## config.mk

```make
export PLATFORM = sky130hd
export DESIGN_NAME = wb8_interconnect
export DESIGN_NICKNAME = d
export VERILOG_FILES = /design/src/rtl/wb8_interconnect.sv
export SDC_FILE = /design/constraint.sdc
export NUM_CORES = 1
export LEC_CHECK = 0
export ABC_AREA = 1
export BUFFER_PORTS_ARGS = -buffer_cell sky130_fd_sc_hd__buf_2
export CAP_MARGIN = 20
export CORE_ASPECT_RATIO = 1.2
export CORE_MARGIN = 2
export CORE_UTILIZATION = 28
export DETAILED_ROUTE_END_ITERATION = 10
export PLACE_DENSITY = 0.79
export SYNTH_ARGS = -nofsm -noshare
export SYNTH_HDL_FRONTEND = slang
export SYNTH_SLANG_ARGS = --single-unit
```

## constraint.sdc

```tcl
create_clock -name I_wb_clk -period 1.21 [get_ports I_wb_clk]
set_input_delay 0 -clock I_wb_clk [delete_from_list [all_inputs] [get_ports I_wb_clk]]
set_output_delay 0 -clock I_wb_clk [all_outputs]
set_load 0.1 [all_outputs]
```

## src/rtl/wb8_interconnect.sv

```systemverilog
// rtl/wb8_interconnect.sv - table-driven 8-bit pipelined Wishbone address decoder/router
//
// Purpose:
//    Routes one master (spu32 CPU) to NSLAVES slaves using a base/mask table.
//    Slave i matches when (adr & MASK_i) == (BASE_i & MASK_i); the lowest
//    matching index wins and DEFAULT_SLAVE is used when nothing matches.
//    One transfer may be outstanding; a watchdog terminates transfers that no
//    slave acknowledges within TIMEOUT cycles with an error ack.
//
// Ports:
//    I_wb_clk     system clock
//    I_reset      synchronous active-high reset
//    I_m_adr      master address
//    I_m_cyc      master cycle
//    I_m_stb      master strobe
//    O_m_dat      read data to master
//    O_m_ack      ack to master
//    O_m_stall    stall to master
//    O_m_err      one-cycle pulse accompanying a timeout ack
//    O_s_stb      per-slave strobes
//    I_s_dat      slave read data, slave i at [8*i+:8]
//    I_s_ack      slave acks
//    I_s_stall    slave stalls
//    O_err_adr    last timed-out address (error log build only, else 0)
//    O_err_count  saturating timeout count (error log build only, else 0)
//
// Build option:
//    WB8_IC_ERRLOG_EN  enables capture of O_err_adr / O_err_count.

module wb8_interconnect #(
   parameter int                    NSLAVES       = 4,
   parameter logic [32*NSLAVES-1:0] SLAVE_BASE    = {32'hFFFFFFF0, 32'hFFFFF800, 32'hFFFFF000, 32'h00000000},
   parameter logic [32*NSLAVES-1:0] SLAVE_MASK    = {32'hFFFFFFF0, 32'hFFFFFF00, 32'hFFFFF800, 32'h00000000},
   parameter int                    DEFAULT_SLAVE = 0,
   parameter int                    TIMEOUT       = 255,
   parameter logic [7:0]            ERR_DATA      = 8'hFF
) (
   input  logic                   I_wb_clk,
   input  logic                   I_reset,
   input  logic [31:0]            I_m_adr,
   input  logic                   I_m_cyc,
   input  logic                   I_m_stb,
   output logic [7:0]             O_m_dat,
   output logic                   O_m_ack,
   output logic                   O_m_stall,
   output logic                   O_m_err,
   output logic [NSLAVES-1:0]     O_s_stb,
   input  logic [8*NSLAVES-1:0]   I_s_dat,
   input  logic [NSLAVES-1:0]     I_s_ack,
   input  logic [NSLAVES-1:0]     I_s_stall,
   output logic [31:0]            O_err_adr,
   output logic [7:0]             O_err_count
);

   localparam int SW = (NSLAVES > 1) ? $clog2(NSLAVES) : 1;
   localparam int CW = $clog2(TIMEOUT + 1);

   typedef enum logic {ST_IDLE, ST_BUSY} state_t;

   state_t        state, state_nxt;
   logic [SW-1:0] sel;
   logic [SW-1:0] sel_q;
   logic [SW-1:0] cur;
   logic [CW-1:0] cnt;
   logic          req;
   logic          accept;

   // Walk the table from the highest index down so the lowest match wins.
   always_comb begin
      sel = SW'(DEFAULT_SLAVE);
      for (int i = NSLAVES - 1; i >= 0; i--) begin
         if ((I_m_adr & SLAVE_MASK[32*i +: 32]) == (SLAVE_BASE[32*i +: 32] & SLAVE_MASK[32*i +: 32]))
            sel = SW'(i);
      end
   end

   assign req = I_m_stb & I_m_cyc;
   assign cur = (state == ST_BUSY) ? sel_q : sel;

   always_comb begin
      state_nxt = state;
      accept    = 1'b0;
      O_s_stb   = '0;
      O_m_stall = 1'b0;
      O_m_ack   = 1'b0;
      O_m_err   = 1'b0;
      O_m_dat   = I_s_dat[{cur, 3'b000} +: 8];
      case (state)
         ST_IDLE: begin
            O_s_stb[sel] = req;
            O_m_stall    = I_s_stall[sel];
            accept       = req & ~I_s_stall[sel];
            // A same-cycle ack completes the transfer without entering BUSY.
            if (accept) begin
               O_m_ack = I_s_ack[sel];
               if (!I_s_ack[sel])
                  state_nxt = ST_BUSY;
            end
         end
         ST_BUSY: begin
            O_m_stall = 1'b1;
            if (!I_m_cyc) begin
               state_nxt = ST_IDLE;
            end else if (cnt == CW'(TIMEOUT)) begin
               O_m_ack   = 1'b1;
               O_m_err   = 1'b1;
               O_m_dat   = ERR_DATA;
               state_nxt = ST_IDLE;
            end else if (I_s_ack[sel_q]) begin
               O_m_ack   = 1'b1;
               state_nxt = ST_IDLE;
            end
         end
         default: state_nxt = ST_IDLE;
      endcase
      // Outputs hold their reset values while reset is asserted, so a
      // pending slave ack can never leak through.
      if (I_reset) begin
         O_s_stb = '0;
         O_m_ack = 1'b0;
         O_m_err = 1'b0;
         O_m_dat = '0;
      end
   end

   always_ff @(posedge I_wb_clk) begin
      if (I_reset) begin
         state <= ST_IDLE;
         sel_q <= '0;
         cnt   <= '0;
      end else begin
         state <= state_nxt;
         if (accept) begin
            sel_q <= sel;
            cnt   <= '0;
         end else if (state == ST_BUSY && cnt != CW'(TIMEOUT)) begin
            cnt <= cnt + CW'(1);
         end
      end
   end

`ifdef WB8_IC_ERRLOG_EN
   logic [31:0] adr_q;

   always_ff @(posedge I_wb_clk) begin
      if (I_reset) begin
         adr_q       <= '0;
         O_err_adr   <= '0;
         O_err_count <= '0;
      end else begin
         if (accept)
            adr_q <= I_m_adr;
         if (O_m_err) begin
            O_err_adr <= adr_q;
            if (O_err_count != 8'hFF)
               O_err_count <= O_err_count + 8'd1;
         end
      end
   end
`else
   assign O_err_adr   = '0;
   assign O_err_count = '0;
`endif

endmodule
```

==> flow_metrics.env, run 1 <==
export IMPL_outcome="finished, violations left"
export IMPL_violations="setup timing"
export IMPL_r2r_end="cnt[6]$_SDFFE_PP0P_"
export IMPL_yosysWarnings=0
export IMPL_startpoint_type="register"
export IMPL_fin_skew_ns=0.00204
export IMPL_required_ns=1.21
export IMPL_cts_sinks=9
export IMPL_cp_arrival_ns=1.48
export IMPL_ys_ff_latch=9
export IMPL_cp_startpoint="cnt[0]$_SDFFE_PP0P_"
export IMPL_crit_path_end="O_m_dat[6]"
export IMPL_dieArea_um2=4000
export IMPL_die_width_um=58.1
export IMPL_route_detailed_drc=0
export IMPL_max_cap_violations=0
export IMPL_dp_slack_ns=-0.123
export IMPL_numCtsBuffers=3
export IMPL_diodes=0
export IMPL_synth_area_top_cells="buf_4 (33%), dfxtp_1 (18%), nand2_1 (16%)"
export IMPL_path_class="register to output port"
export IMPL_hpwlAfterDp_um=1600
export IMPL_maxSlewViolCount=0
export IMPL_ant_nets=0
export IMPL_clk_latency_ns=0.24
export IMPL_cts_root_buf="clkbuf_8"
export IMPL_core_area_um2=3340
export IMPL_cts_path_max_buffers=2
export IMPL_setup_slack_ns=-0.271
export IMPL_drtIter0Drc=37
export IMPL_cp_max_fo=5
export IMPL_final_common_cell="conb_1"
export IMPL_syn_cell_area_um2=982
export IMPL_final_cell_mix="conb_1 (43), nand2_1 (32), buf_4 (18)"
export IMPL_p_per_area_nw_per_um2=1050
export IMPL_gp_congestion=0.731
export IMPL_wl_per_cell_um=8.72
export IMPL_synth_top_area_share_pct=32.9
export IMPL_dr_pass1_iters=4
export IMPL_power_mw=1.57
export IMPL_synth_top_cell_by_area="buf_4"
export IMPL_antenna_found_initial=0
export IMPL_floorplan_initialDensity_pct=29.4
export IMPL_grt_usage_pct=10.7
export IMPL_synth_cells=142
export IMPL_hold_path_class="primary input to register"
export IMPL_io_buffers=25
export IMPL_die_h_um=68.9
export IMPL_min_period_ns=1.48
export IMPL_grt_max_degree=10
export IMPL_drt_wl_total_um=1980
export IMPL_syn_area_per_cell_um2=6.92
export IMPL_avgViaCountPerCell=3.99
export IMPL_critPathCaptureType="output port"
export IMPL_ys_seq_area_share_pct=18.3
export IMPL_ir_worst_vdd_v=0.000692
export IMPL_p_leak_nw=0.733
export IMPL_cts_tree="yes"
export IMPL_timing_rr_start="cnt[0]$_SDFFE_PP0P_"
export IMPL_hold_viol=0
export IMPL_rsz0062_at_grt="true"
export IMPL_fmax_ghz=0.675
export IMPL_grt_overflow_total=0
export IMPL_area_growth_pct=53.2
export IMPL_num_vias=905
export IMPL_h_tree_depth=1
export IMPL_r2r_setup_slack_ns=-0.06
export IMPL_worstRegToRegCells=9
export IMPL_synth_distinct_cells=24
export IMPL_drive_gt1_share_pct=42.6
export IMPL_clkSlewWorstSetupHoldPaths_ns=0.05
export IMPL_setup_viol=17
export IMPL_rows=23
export IMPL_nets=268
export IMPL_fin_crit_sh_pct=122
export IMPL_grt_pass1_vias=767
export IMPL_grt_pass1_wl_um=3260
export IMPL_ios=131
layer usage:
metal	wire length (um)	part of all wire, %	GRT usage (%)	vias to the layer above
li1	-	-	-	449
met3	204	10	1.87	3
met5	0	0	0	-
met4	36	1.8	6.10	0
met2	1060	53	19.5	55
met1	681	34	11.7	398
metrics by stage:
step	instance area (um2)	util [%]	hold slack, ns	TNS, ns	cells
2_1_floorplan	1210	-	0.0690	-2.58	184
3_3_place_gp	1340	40.1	0.200	-1.11	217
3_5_place_dp	1340	40.1	0.212	-1.60	217
4_1_cts	1450	43.6	0.0553	-3.04	226
5_1_grt	1510	45.1	0.0609	-4.10	227
6_report	1510	45.1	0.0563	-2.80	227
cells in the mapped netlist, drive strengths merged:
master,count
nand2,44
nor2,10
o211ai,1
ha,1
nor3,2
xor2,3
inv,11
dfxtp,9
nand3,4
nand4,2
o21ai,1
a21oi,7
buf,43
conb,1
clkinv,2
or2,1
sequential cells by signal, indices dropped and copies added, names as in the netlist:
| signal | flops |
|---|---|
| cnt | 8 |
| state | 1 |
timing repair:
item,CTS,global route
buffers inserted,3,1
setup endpoints to repair,17,19
pin swaps,7,4
hold buffers,1,0
gates cloned,1,0
gates resized for setup,7,8
endpoints found under the hold margin,1,0
power breakdown:
part           internal [mW]  total [mW]  switching (mW)
clock network          0.230       0.358           0.128
logic                  0.123       0.914           0.790
registers              0.300       0.302         0.00198
critical path, cell delays in order, from the launching register on:
cell and delay [ns]:
dfxtp_2 0.34, ha_4 0.15, nand2_4 0.05, nor2_4 0.11, nand2_4 0.06, inv_4 0.07
nand3_4 0.17, nand2_4 0.12, buf_12 0.17
cells by family after synthesis:
kind of cell / count (synthesis) / synth area share [%]
fa+ha+maj: 1 / 1.27
buf+inv: 56 / 38.1
other cells: 1 / 0.382
simple gates: 63 / 32.5
flops: 9 / 18.3
compound gates: 9 / 6.75
xor+xnor: 3 / 2.68
final cells by class:
| cell class | count | area [um2] |
|---|---|---|
| Clock buffer | 4 | 45.0 |
| Fill cell | 310 | 1830 |
| Inverter | 13 | 60.1 |
| Multi-Input combinational cell | 120 | 721 |
| Sequential cell | 9 | 183 |
| Tap cell | 37 | 46.3 |
| Timing Repair Buffer | 44 | 450 |
how the worst min path moves through the flow:
| stage | start | to | slack [ns] | depth (start not counted) |
|---|---|---|---|---|
| floorplan | I_reset | state$_SDFF_PP0_ | 0.07 | 1 |
| global placement | I_s_ack[0] | state$_SDFF_PP0_ | 0.20 | 2 |
| CTS | I_reset | state$_SDFF_PP0_ | 0.06 | 2 |
| finish | I_reset | state$_SDFF_PP0_ | 0.06 | 2 |
| detailed placement | I_s_ack[0] | state$_SDFF_PP0_ | 0.21 | 2 |
| global route | I_reset | state$_SDFF_PP0_ | 0.06 | 2 |
(Power assumes the default switching activity.)
==> run 2: changes to the inputs <==
==> constraint.sdc (replaced) <==
create_clock -name I_wb_clk -period 1.21 [get_ports I_wb_clk]
set_input_delay 0.242 -clock I_wb_clk [delete_from_list [all_inputs] [get_ports I_wb_clk]]
set_output_delay 0.242 -clock I_wb_clk [all_outputs]
set_load 0.1 [all_outputs]
==> flow_metrics.env, run 2 (synthesized netlist as in run 1, its figures left out) <==
export IMPL_core_area_um2=3340
export IMPL_floorplan_initialDensity_pct=29.4
export IMPL_wl_per_cell_um=9.77
export IMPL_top_regs="cnt x8, state x1"
export IMPL_cts_path_max_buffers=2
export IMPL_cp_arrival_ns=1.47
export IMPL_required_ns=0.97
export IMPL_holdWs_ns=0.185
export IMPL_dpl_instance_area_um2=1390
export IMPL_gp_congestion=0.715
export IMPL_final_cell_mix="conb_1 (43), nand2_1 (23), buf_4 (20)"
export IMPL_diodes=0
export IMPL_cts_sinks=9
export IMPL_rsz0062_at_grt="true"
export IMPL_drive_gt1_share_pct=50.5
export IMPL_p_leak_nw=0.763
export IMPL_grt_pass1_wl_um=3260
export IMPL_dr_pass1_iters=4
export IMPL_area_growth_pct=58.7
export IMPL_grt_usage_pct=10.7
export IMPL_grt_max_degree=9
export IMPL_cp_max_fo=5
export IMPL_clk_latency_ns=0.24
export IMPL_stdcell_count=231
export IMPL_fillers=311
export IMPL_avgViaCountPerCell=4.03
export IMPL_grt_pass1_vias=791
export IMPL_p_per_area_nw_per_um2=1020
export IMPL_critPathCaptureType="output port"
export IMPL_min_period_ns=1.71
export IMPL_drt_wl_total_um=2260
export IMPL_rows=23
export IMPL_max_cap_violations=0
export IMPL_fin_crit_sh_pct=141
export IMPL_setup_tns_ns=-6.08
export IMPL_stdcell_area_um2=1560
export IMPL_outcome="finished, violations left"
export IMPL_grt_overflow_total=0
export IMPL_clkSlewWorstSetupHoldPaths_ns=0.05
export IMPL_ir_worst_vdd_v=0.000531
export IMPL_route_detailed_drc=0
export IMPL_setup_slack_ns=-0.499
export IMPL_fmax_ghz=0.585
export IMPL_top_register="cnt"
export IMPL_path_class="register to output port"
export IMPL_cts_root_buf="clkbuf_8"
export IMPL_hold_path_class="primary input to register"
export IMPL_nets=272
export IMPL_io_buffers=25
export IMPL_die_h_um=68.9
export IMPL_startpoint_type="register"
export IMPL_num_vias=930
export IMPL_h_tree_depth=1
export IMPL_fin_skew_ns=0.000286
export IMPL_hold_viol=0
export IMPL_violations="setup timing"
export IMPL_ios=131
export IMPL_maxSlewViolCount=0
export IMPL_die_width_um=58.1
export IMPL_ant_nets=0
export IMPL_hpwlAfterDp_um=1650
export IMPL_final_common_cell="conb_1"
export IMPL_numCtsBuffers=3
export IMPL_largest_reg_flops=8
export IMPL_dieArea_um2=4000
export IMPL_cts_tree="yes"
export IMPL_dp_slack_ns=-0.328
export IMPL_antenna_found_initial=0
export IMPL_drtIter0Drc=6
export IMPL_dp_cells=223
export IMPL_setup_viol=20
[run 2: area by class of cell]
type	count	area [um2]	area share (%)
flip-flops and latches	9	184	11.8
repair buffers	48	489	31.4
inverters	13	65.1	4.17
clock buffers	4	45.0	2.89
well taps	37	46.3	2.97
multi-input cells	120	729	46.8
[run 2: worst max-delay path, stage by stage (launching register included)]
cell	delay, ns
dfxtp_2	0.34
ha_4	0.14
nand2_2	0.06
nor2_4	0.11
nand2_4	0.07
inv_4	0.07
nand3_4	0.13
nand2_2	0.12
buf_12	0.17
[run 2: worst paths after layout]
check                                          from                   to  slack [ns]  depth (start not counted)
worst max-delay path            cnt[0]$_SDFFE_PP0P_           O_m_dat[5]       -0.50                          8
worst min-delay path                     I_s_ack[0]     state$_SDFF_PP0_        0.19                          2
worst max register to register  cnt[0]$_SDFFE_PP0P_  cnt[1]$_SDFFE_PP0P_       -0.16                         10
worst min register to register  cnt[3]$_SDFFE_PP0P_  cnt[3]$_SDFFE_PP0P_        0.60                          3
[run 2: timing repair]
item                                    4_1_cts  5_1_grt
hold buffers                                  0        0
gates resized for setup                       7       20
endpoints found under the setup margin       18       21
buffers inserted                              3        2
pin swaps                                     6        4
cloned                                        1        0
[run 2: through the flow]
step / util, % / power [mW]
after floorplan: - / 1.18
after global placement: 41.5 / 1.21
after detailed placement: 41.5 / 1.21
after CTS: 44.1 / 1.58
after global routing: 46.7 / 1.63
final: 46.7 / 1.59
[run 2: where the power goes]
group | switching, mW | internal (mW)
Sequential | 0.00201 | 0.300
Combinational | 0.792 | 0.127
Clock | 0.138 | 0.231
[run 2: layer usage]
| metal | part of all wire, % | vias to the layer above | global-route usage, % |
|---|---|---|---|
| met5 | 0 | - | 0 |
| met4 | 1.6 | 0 | 5.23 |
| met3 | 9.7 | 3 | 2.80 |
| met2 | 55 | 53 | 19.9 |
| met1 | 33 | 420 | 11.1 |
| li1 | - | 454 | - |
==> run 3: changes to the inputs <==
--- a/config.mk
+++ b/config.mk
@@ -8,7 +8,6 @@
 export ABC_AREA = 1
 export BUFFER_PORTS_ARGS = -buffer_cell sky130_fd_sc_hd__buf_2
 export CAP_MARGIN = 20
-export CORE_ASPECT_RATIO = 1.2
 export CORE_MARGIN = 2
 export CORE_UTILIZATION = 28
 export DETAILED_ROUTE_END_ITERATION = 10
==> flow_metrics.env, run 3 (synthesized netlist as in run 1, its figures left out) <==
export IMPL_h_tree_depth=1
export IMPL_pwr_share_comb_pct=62.8
export IMPL_setup_tns_ns=-6.07
export IMPL_p_leak_nw=0.741
export IMPL_setup_viol=19
export IMPL_ant_nets=0
export IMPL_whs_endpoint="state$_SDFF_PP0_"
export IMPL_largest_reg_flops=8
export IMPL_hold_buffers=0
export IMPL_floorplan_initialDensity_pct=29.2
export IMPL_fin_crit_sh_pct=145
export IMPL_gp_congestion=0.765
export IMPL_min_period_ns=1.76
export IMPL_hpwlAfterDp_um=1710
export IMPL_dpl_instance_area_um2=1400
export IMPL_top_register="cnt"
export IMPL_setup_slack_ns=-0.550
export IMPL_min_from="I_s_ack[0]"
export IMPL_critPathCaptureType="output port"
export IMPL_cts_tree="yes"
export IMPL_fin_skew_ns=0.00576
export IMPL_ios=131
export IMPL_met1_length_um=820
export IMPL_startpoint_type="register"
export IMPL_num_vias=917
export IMPL_cp_arrival_ns=1.52
export IMPL_final_cell_mix="conb_1 (43), nand2_1 (30), buf_4 (19)"
export IMPL_rsz0062_at_grt="true"
export IMPL_holdPathStages=2
export IMPL_final_common_cell="conb_1"
export IMPL_r2r_end="cnt[3]$_SDFFE_PP0P_"
export IMPL_dieArea_um2=4000
export IMPL_wl_per_cell_um=9.27
export IMPL_drt_wl_total_um=2220
export IMPL_path_class="register to output port"
export IMPL_r2r_setup_slack_ns=-0.06
export IMPL_avgViaCountPerCell=3.84
export IMPL_worstRegToRegCells=9
export IMPL_max_cap_violations=0
export IMPL_numCtsBuffers=3
export IMPL_route_met2_wl_um=1230
export IMPL_internal_power_mw=0.550
export IMPL_io_buffers=25
export IMPL_clk_latency_ns=0.27
export IMPL_cp_max_fo=5
export IMPL_cts_sinks=9
export IMPL_p_per_area_nw_per_um2=962
export IMPL_cts_path_max_buffers=2
export IMPL_die_h_um=63.2
export IMPL_area_growth_pct=54.5
export IMPL_grt_pass1_vias=774
export IMPL_p_seq_share_pct=20.5
export IMPL_die_width_um=63.2
export IMPL_drive_gt1_share_pct=47.2
export IMPL_clkSlewWorstSetupHoldPaths_ns=0.06
export IMPL_p_switching_mw=0.910
export IMPL_topRoutingLayerUsed="met4"
export IMPL_outcome="finished, violations left"
export IMPL_cts_root_buf="clkbuf_4"
export IMPL_hold_viol=0
export IMPL_fmax_ghz=0.568
export IMPL_nets=271
export IMPL_antenna_found_initial=0
export IMPL_ir_worst_vdd_v=0.000498
export IMPL_grt_usage_pct=10.4
export IMPL_pwr_share_clk_pct=16.7
export IMPL_dr_pass1_iters=4
export IMPL_drtIter0Drc=30
export IMPL_grt_overflow_total=0
export IMPL_top_regs="cnt x8, state x1"
export IMPL_wl_met3_um=127
export IMPL_diodes=0
export IMPL_grt_pass1_wl_um=3360
export IMPL_rows=21
export IMPL_maxSlewViolCount=0
export IMPL_violations="setup timing"
export IMPL_power_share_switching_pct=62.3
export IMPL_route_detailed_drc=0
export IMPL_timing_rr_start="cnt[0]$_SDFFE_PP0P_"
export IMPL_stdcell_area_um2=1520
export IMPL_hold_path_class="primary input to register"
export IMPL_grt_max_degree=9
export IMPL_core_area_um2=3360
export IMPL_required_ns=0.97
run 3: power by group through the flow:
stage / registers (mW) / logic [mW] / clock network, mW
floorplan: 0.308 / 0.874 / 0
global placement: 0.307 / 0.897 / 0
detailed placement: 0.308 / 0.902 / 0
CTS: 0.301 / 0.908 / 0.248
global route: 0.299 / 0.938 / 0.264
finish: 0.299 / 0.916 / 0.245
run 3: routing by layer:
layer	vias up	GRT usage, %
met1	422	12.0
met4	0	4.08
met5	-	0
met3	3	1.07
met2	38	19.5
li1	454	-
run 3: metrics by stage:
step / setup WS [ns] / hold WS, ns / power [mW] / cells / utilization, %
after floorplan: -0.502 / 0.311 / 1.18 / 184 / -
after global placement: -0.303 / 0.433 / 1.20 / 232 / 41.5
after detailed placement: -0.333 / 0.433 / 1.21 / 232 / 41.5
after CTS: -0.551 / 0.144 / 1.46 / 237 / 43.5
after global routing: -0.610 / 0.141 / 1.50 / 239 / 45.1
final: -0.550 / 0.139 / 1.46 / 239 / 45.1
run 3: worst max-delay path by stage:
stage                         from         end  slack, ns  cells after the start
4_1_cts        cnt[0]$_SDFFE_PP0P_     O_m_ack      -0.55                      8
6_report       cnt[0]$_SDFFE_PP0P_  O_m_dat[7]      -0.55                      8
5_1_grt        cnt[0]$_SDFFE_PP0P_  O_m_dat[2]      -0.61                      8
3_3_place_gp   cnt[0]$_SDFFE_PP0P_     O_m_ack      -0.30                      8
2_1_floorplan     state$_SDFF_PP0_     O_m_ack      -0.50                      4
3_5_place_dp   cnt[0]$_SDFFE_PP0P_     O_m_ack      -0.33                      8
run 3: area by class of cell:
cell class                 instances  area [um2]
clock buffer                       4        26.3
fill                             345        1850
inverter                          13        60.1
multi-input combinational        120         706
sequential                         9         186
tap                               46        57.6
timing repair buffer              47         482
run 3: worst max-delay path, cell delays in order (launching register included):
cell and delay [ns]:
dfxtp_2 0.36, ha_4 0.15, nand2_4 0.05, nor2_4 0.11, nand2_4 0.07, inv_4 0.07, nand3_4 0.13, nand2_2 0.12
buf_12 0.17
run 3: what timing repair did:
| action | in CTS | in global routing |
|---|---|---|
| resized for setup | 7 | 12 |
| gates cloned | 1 | 0 |
| pin swaps | 3 | 7 |
| setup endpoints to repair | 18 | 21 |
| setup buffers | 1 | 3 |
| endpoints found under the hold margin | 0 | 0 |
